--- config.mk ---
export PLATFORM = sky130hd
export DESIGN_NAME = ps2_kbd_rx
export DESIGN_NICKNAME = d
export VERILOG_FILES = /design/src/rtl/ps2_pkg.sv /design/src/rtl/ps2_line_filter.sv /design/src/rtl/ps2_kbd_rx.sv
export SDC_FILE = /design/constraint.sdc
export NUM_CORES = 1
export LEC_CHECK = 0
export ABC_AREA = 0
export BUFFER_PORTS_ARGS = -buffer_cell sky130_fd_sc_hd__buf_4
export CAP_MARGIN = 20
export CORE_ASPECT_RATIO = 1.25
export CORE_MARGIN = 5
export CORE_UTILIZATION = 60
export DETAILED_ROUTE_END_ITERATION = 7
export PLACE_DENSITY_LB_ADDON = 0.05
export SYNTH_ARGS = -nofsm -noshare
export SYNTH_HDL_FRONTEND = slang
export SYNTH_HIERARCHICAL = 1
export SYNTH_SLANG_ARGS = --single-unit
--- constraint.sdc ---
create_clock -name clk -period 2.6 [get_ports clk]
set_clock_uncertainty 0.2 [all_clocks]
set_input_delay 0.13 -clock clk [delete_from_list [all_inputs] [get_ports clk]]
set_output_delay 0.13 -clock clk [all_outputs]
set_load 0.01 [all_outputs]
--- src/rtl/ps2_pkg.sv ---
// PS/2 keyboard receiver shared definitions.
// Holds the frame FSM state type, frame geometry and the parity check.
package ps2_pkg;

  localparam int FRAME_LEN = 11;
  localparam int DATA_W    = 8;

  typedef enum logic [1:0] {
    IDLE,
    DATA,
    PARITY,
    STOP
  } ps2_state_e;

  // Odd parity: data bits plus parity bit must hold an odd number of ones.
  function automatic logic odd_ok(
    input logic [DATA_W-1:0] d,
    input logic              p
  );
    return ^{d, p};
  endfunction

endpackage

--- src/rtl/ps2_line_filter.sv ---
// 2-FF synchronizer plus glitch filter for one raw PS/2 line.
// Ports: clk, rst_n, line_i (raw), level_o (filtered), fall_o (1->0 pulse).
module ps2_line_filter #(
  parameter int FILTER_LEN = 8
) (
  input  logic clk,
  input  logic rst_n,
  input  logic line_i,
  output logic level_o,
  output logic fall_o
);

  localparam int CW = (FILTER_LEN > 1) ? $clog2(FILTER_LEN + 1) : 1;
  localparam logic [CW-1:0] CNT_TOP = CW'(FILTER_LEN - 1);

  logic          meta_q, sync_q;
  logic          level_q, level_d;
  logic          fall_q, fall_d;
  logic [CW-1:0] cnt_q, cnt_d;

  always_ff @(posedge clk or negedge rst_n) begin
    if (!rst_n) begin
      meta_q  <= 1'b1;
      sync_q  <= 1'b1;
      level_q <= 1'b1;
      fall_q  <= 1'b0;
      cnt_q   <= '0;
    end else begin
      meta_q  <= line_i;
      sync_q  <= meta_q;
      level_q <= level_d;
      fall_q  <= fall_d;
      cnt_q   <= cnt_d;
    end
  end

  // The level flips on the FILTER_LEN-th consecutive differing sample;
  // any agreeing sample restarts the run.
  always_comb begin
    cnt_d   = cnt_q;
    level_d = level_q;
    fall_d  = 1'b0;
    if (sync_q == level_q) begin
      cnt_d = '0;
    end else if (cnt_q == CNT_TOP) begin
      cnt_d   = '0;
      level_d = sync_q;
      fall_d  = level_q;
    end else begin
      cnt_d = cnt_q + 1'b1;
    end
  end

  assign level_o = level_q;
  assign fall_o  = fall_q;

endmodule

--- src/rtl/ps2_kbd_rx.sv ---
// PS/2 keyboard frame receiver with glitch filter and watchdog.
// Ports: clk, reset_n_i, ps2_clk_i, ps2_data_i -> code_o, strobe_o, err_o.
module ps2_kbd_rx
  import ps2_pkg::*;
#(
  parameter int FILTER_LEN     = 8,
  parameter int TIMEOUT_CYCLES = 50000
) (
  input  logic              clk,
  input  logic              reset_n_i,
  input  logic              ps2_clk_i,
  input  logic              ps2_data_i,
  output logic [DATA_W-1:0] ps2_kbd_code_o,
  output logic              ps2_kbd_strobe_o,
  output logic              ps2_kbd_err_o
);

  localparam int WD_W = $clog2(TIMEOUT_CYCLES + 1);
  localparam logic [WD_W-1:0] WD_MAX = WD_W'(TIMEOUT_CYCLES);

  logic clk_lvl, clk_fall, bit_ev;
  logic dmeta_q, din_q;

  ps2_state_e        state_q, state_d;
  logic [2:0]        cnt_q, cnt_d;
  logic [DATA_W-1:0] shift_q, shift_d;
  logic              par_q, par_d;
  logic [WD_W-1:0]   wd_q, wd_d;
  logic [DATA_W-1:0] code_q, code_d;
  logic              strobe_q, strobe_d;
  logic              err_q, err_d;
  logic              timeout;
  logic              stop_ev, frame_ok, start_bad;

  ps2_line_filter #(
    .FILTER_LEN(FILTER_LEN)
  ) u_clk_filt (
    .clk    (clk),
    .rst_n  (reset_n_i),
    .line_i (ps2_clk_i),
    .level_o(clk_lvl),
    .fall_o (clk_fall)
  );

  assign bit_ev = clk_fall & ~clk_lvl;

  always_ff @(posedge clk or negedge reset_n_i) begin
    if (!reset_n_i) begin
      dmeta_q  <= 1'b1;
      din_q    <= 1'b1;
      state_q  <= IDLE;
      cnt_q    <= '0;
      shift_q  <= '0;
      par_q    <= 1'b0;
      wd_q     <= '0;
      code_q   <= '0;
      strobe_q <= 1'b0;
      err_q    <= 1'b0;
    end else begin
      dmeta_q  <= ps2_data_i;
      din_q    <= dmeta_q;
      state_q  <= state_d;
      cnt_q    <= cnt_d;
      shift_q  <= shift_d;
      par_q    <= par_d;
      wd_q     <= wd_d;
      code_q   <= code_d;
      strobe_q <= strobe_d;
      err_q    <= err_d;
    end
  end

  // A bit event in the same cycle as expiry wins over the timeout.
  assign timeout = (state_q != IDLE) && (wd_q == WD_MAX) && !bit_ev;

  always_comb begin
    state_d = state_q;
    cnt_d   = cnt_q;
    shift_d = shift_q;
    par_d   = par_q;
    unique case (state_q)
      IDLE: begin
        if (bit_ev && !din_q) begin
          state_d = DATA;
          cnt_d   = '0;
          shift_d = '0;
        end
      end
      DATA: begin
        if (bit_ev) begin
          shift_d[cnt_q] = din_q;
          cnt_d = cnt_q + 3'd1;
          if (cnt_q == 3'd7) state_d = PARITY;
        end
      end
      PARITY: begin
        if (bit_ev) begin
          par_d   = din_q;
          state_d = STOP;
        end
      end
      STOP: begin
        if (bit_ev) state_d = IDLE;
      end
      default: state_d = IDLE;
    endcase
    if (timeout) begin
      state_d = IDLE;
      cnt_d   = '0;
    end
    if (state_q == IDLE || bit_ev) begin
      wd_d = '0;
    end else if (wd_q != WD_MAX) begin
      wd_d = wd_q + 1'b1;
    end else begin
      wd_d = wd_q;
    end
  end

  assign stop_ev   = bit_ev && (state_q == STOP);
  assign frame_ok  = din_q && odd_ok(shift_q, par_q);
  assign start_bad = bit_ev && (state_q == IDLE) && din_q;

  always_comb begin
    strobe_d = 1'b0;
    err_d    = 1'b0;
    code_d   = code_q;
    unique case (1'b1)
      timeout:              err_d = 1'b1;
      stop_ev && frame_ok: begin
        strobe_d = 1'b1;
        code_d   = shift_q;
      end
      stop_ev && !frame_ok: err_d = 1'b1;
      start_bad:            err_d = 1'b1;
      default: ;
    endcase
  end

  assign ps2_kbd_code_o   = code_q;
  assign ps2_kbd_strobe_o = strobe_q;
  assign ps2_kbd_err_o    = err_q;

endmodule

==> flow_summary.toml <==
[worst_setup_path]
r2r_cells = 6
cp_max_fo = 9
path_cells = "inv_1, ha_1, or4bb_1, nor4_2, o21ai_1, mux2_2"
critPathLaunch = "state_q[0]"
r2r-start = "state_q[0]"
worstReg2RegEnd = "state_q[1]"
end_kind = "flip-flop"
worstSetupPathType = "flip-flop to flip-flop"
max_stage_delay_ns = 0.55
arrival_ns = 2.31
rrSetupSlack_ns = 0.28
cp.required_ns = 2.60
slowest_stage = "or4bb_1"
endpoint = "state_q[1]"
start_kind = "flip-flop"

[timing]
finalHoldViolCount = 0
fin_ws_ns = 0.285
setup_viol_count_final = 0
tns_ns = 0
drv_slew = 0
rsz0062_at_grt = "no"
fmaxAchievable_mhz = 432
post-route-period-util_pct = 89.0
timing.hold.ws_ns = 0.162
finalCriticalPeriod_ns = 2.32
slew_headroom_pct = 58.9
worstMarginPinSlew_ns = 0.616

[finish]
finalNetCount = 261
area_growth_pct = 9.86
fillers = 323
multiInputGateArea_um2 = 1230
fin_area_um2 = 2830
drive_above_1_share_pct = 18.5
antennaDiodeCount = 0
final_util_pct = 68.5
seq_area_um2 = 1260

[drt]
wl_met3_um = 185
avgRoutedWirePerCell_um = 15.7
wirelength_um = 4770
drt-vias-per-instance = 5.90
vias = 1795
top_layer_used = "met4"
first_pass_iters = 4
dr_wl_met2_um = 2650
drcViolationCount = 0
drt_iter0_markers = 143
drtAntennaViolNets = 0
wl_met1_um = 1850

[outcome]
status = "finished, final reports clean"

[power_and_ir_drop]
power.density_nw_per_um2 = 682
irDropWorstVdd_mv = 0.525
leakage_nw = 1.30

[worst_hold_path]
min_path_type = "flip-flop to flip-flop"

[synth]
synth_top_cells_by_count = "dfrtp_1 (45), o21ai_0 (18), nor2_1 (16)"
synth_area_per_cell_um2 = 11.0
yosysMostFrequentCell = "dfrtp_1"
synth_area_um2 = 2570
async_reset_ff_share_pct = 100
ys.flop_type = "dfrtp_1"
synth_cell_types = 45
synth_top_area_share_pct = 43.7
synth_nets = 248
seq_area_frac_synth_pct = 48.8
postSynthCellCount = 234
synth_area_leaders = "dfrtp_1 (44%), mux2_2 (5.2%), dfstp_2 (5.1%)"
yosys.area.top_type = "dfrtp_1"
yosys_warnings = 6
synth_edf_count = 0
ys_ff_latch = 50

[job]
maxCapViolCount = 0

[die]
boundaryPins = 14
coreArea_um2 = 4130
die_x_um = 68.6
die_area_um2 = 5710
initial_utilization_pct = 62.3
die_y_um = 83.2
num_rows = 26

[grt]
grt_max_degree = 51
grt_pass1_vias = 1862
track_usage_pct = 19.1
antenna_found_initial = 0
grt-ovfl-total = 0
grt_pass1_wl_um = 8430

[clock_tree]
cts_tree = "yes"
cts.clk_slew.worst_paths_ns = 0.09
cts.sinks = 50
insertion_delay_ns = 0.31
cts-buffers-inserted = 5
clockBufferDepth = 2
cts_root_buf = "clkbuf_8"
h-tree-depth = 2

[place]
place_congestion = 0.912
port_buffers = 13
dp_hpwl_um = 3410
place_ws_ns = 0.226
dpl_cell_area_um2 = 2690
==> cell type report <==
cell class	count	area share (%)
clock buffers	6	2.92
well taps	56	2.48
flip-flops and latches	50	44.4
repair buffers	17	4.78
multi-input cells	163	43.4
inverters	10	1.33
clock inverters	2	0.619
==> kinds of logic (layout without fill, tap and decap cells) <==
| family | Yosys count | count (layout) | share of synthesized area, % |
|---|---|---|---|
| mux | 15 | 15 | 6.61 |
| xor+xnor | 19 | 19 | 8.11 |
| fa+ha+maj | 10 | 10 | 4.86 |
| flops | 50 | 50 | 48.8 |
| simple gates | 74 | 74 | 17.3 |
| buf+inv | 21 | 35 | 3.69 |
| compound gates | 45 | 45 | 10.6 |
==> metrics by stage <==
step                      power, mW  cells
after floorplan                1.34    234
after global placement         1.42    293
after detailed placement       1.46    293
after CTS                      1.94    304
after global routing           2.07    304
final                          1.93    304
==> report_power, final <==
| part | leakage (nW) | internal (mW) | switching, mW |
|---|---|---|---|
| logic | 0.579 | 0.227 | 0.281 |
| registers | 0.670 | 0.859 | 0.0823 |
| clock network | 0.0514 | 0.219 | 0.262 |
==> layout by cell type, fill, tap and decap left out, drive strengths merged, types with 2 or more instances in the layout <==
cell / n
or3: 2
nand4: 9
nor4: 2
ha: 10
nand4b: 2
nor2: 16
nand2: 11
dfrtp: 45
dlygate4sd3: 3
a31oi: 2
nor3b: 3
o31ai: 5
a21boi: 2
xnor2: 6
and2: 2
o21a: 4
a21oi: 9
or4b: 2
nor2b: 5
buf: 14
a32o: 2
clkbuf: 6
dfstp: 5
mux2: 13
and3: 2
clkinv: 2
o21ai: 19
mux2i: 2
xnor3: 2
nand2b: 4
xor2: 10
nand3: 5
nand3b: 3
inv: 10
and4: 3
==> registers in the layout, summed over array words and instances (netlist names) <==
register            flops
state_q                 2
dmeta_q                 1
ps2_kbd_strobe_o        1
u_clk_filt/level_o      1
cnt_q                   3
din_q                   1
ps2_kbd_err_o           1
par_q                   1
u_clk_filt/sync_q       1
wd_q                   16
u_clk_filt/cnt_q        4
u_clk_filt/meta_q       1
shift_q                 8
ps2_kbd_code_o          8
u_clk_filt/fall_o       1
==> routing by layer <==
metal / up-vias / GRT usage (%)
li1: 854 / -
met1: 889 / 21.5
met4: 0 / 7.23
met3: 8 / 4.46
met2: 44 / 33.4
met5: - / 0
==> how the worst min path moves through the flow <==
stage / startpoint / end / slack, ns / depth (start not counted)
after detailed placement: reset_n_i / ps2_kbd_strobe_o / -0.02 / 1
after global placement: reset_n_i / ps2_kbd_code_o[5] / -0.03 / 1
after floorplan: reset_n_i / cnt_q[0] / -0.37 / 0
after CTS: u_clk_filt/meta_q / u_clk_filt/sync_q / 0.16 / 0
final: u_clk_filt/meta_q / u_clk_filt/sync_q / 0.16 / 0
after global routing: dmeta_q / din_q / 0.17 / 0
==> critical path: cells and delay by family, from the launching register on <==
family / cells / cell delay [ns]
mux: 1 / 0.29
flops: 1 / 0.40
fa+ha+maj: 1 / 0.31
buf+inv: 1 / 0.09
compound gates: 1 / 0.16
simple gates: 2 / 0.75
==> timing repair <==
item | in CTS | in global routing
buffers inserted | 0 | 0
endpoints found under the hold margin | 47 | 0
gates resized for setup | 0 | 1
setup endpoints to repair | 0 | 2
hold buffers | 3 | 0
Power figures use the tool's default switching activity.
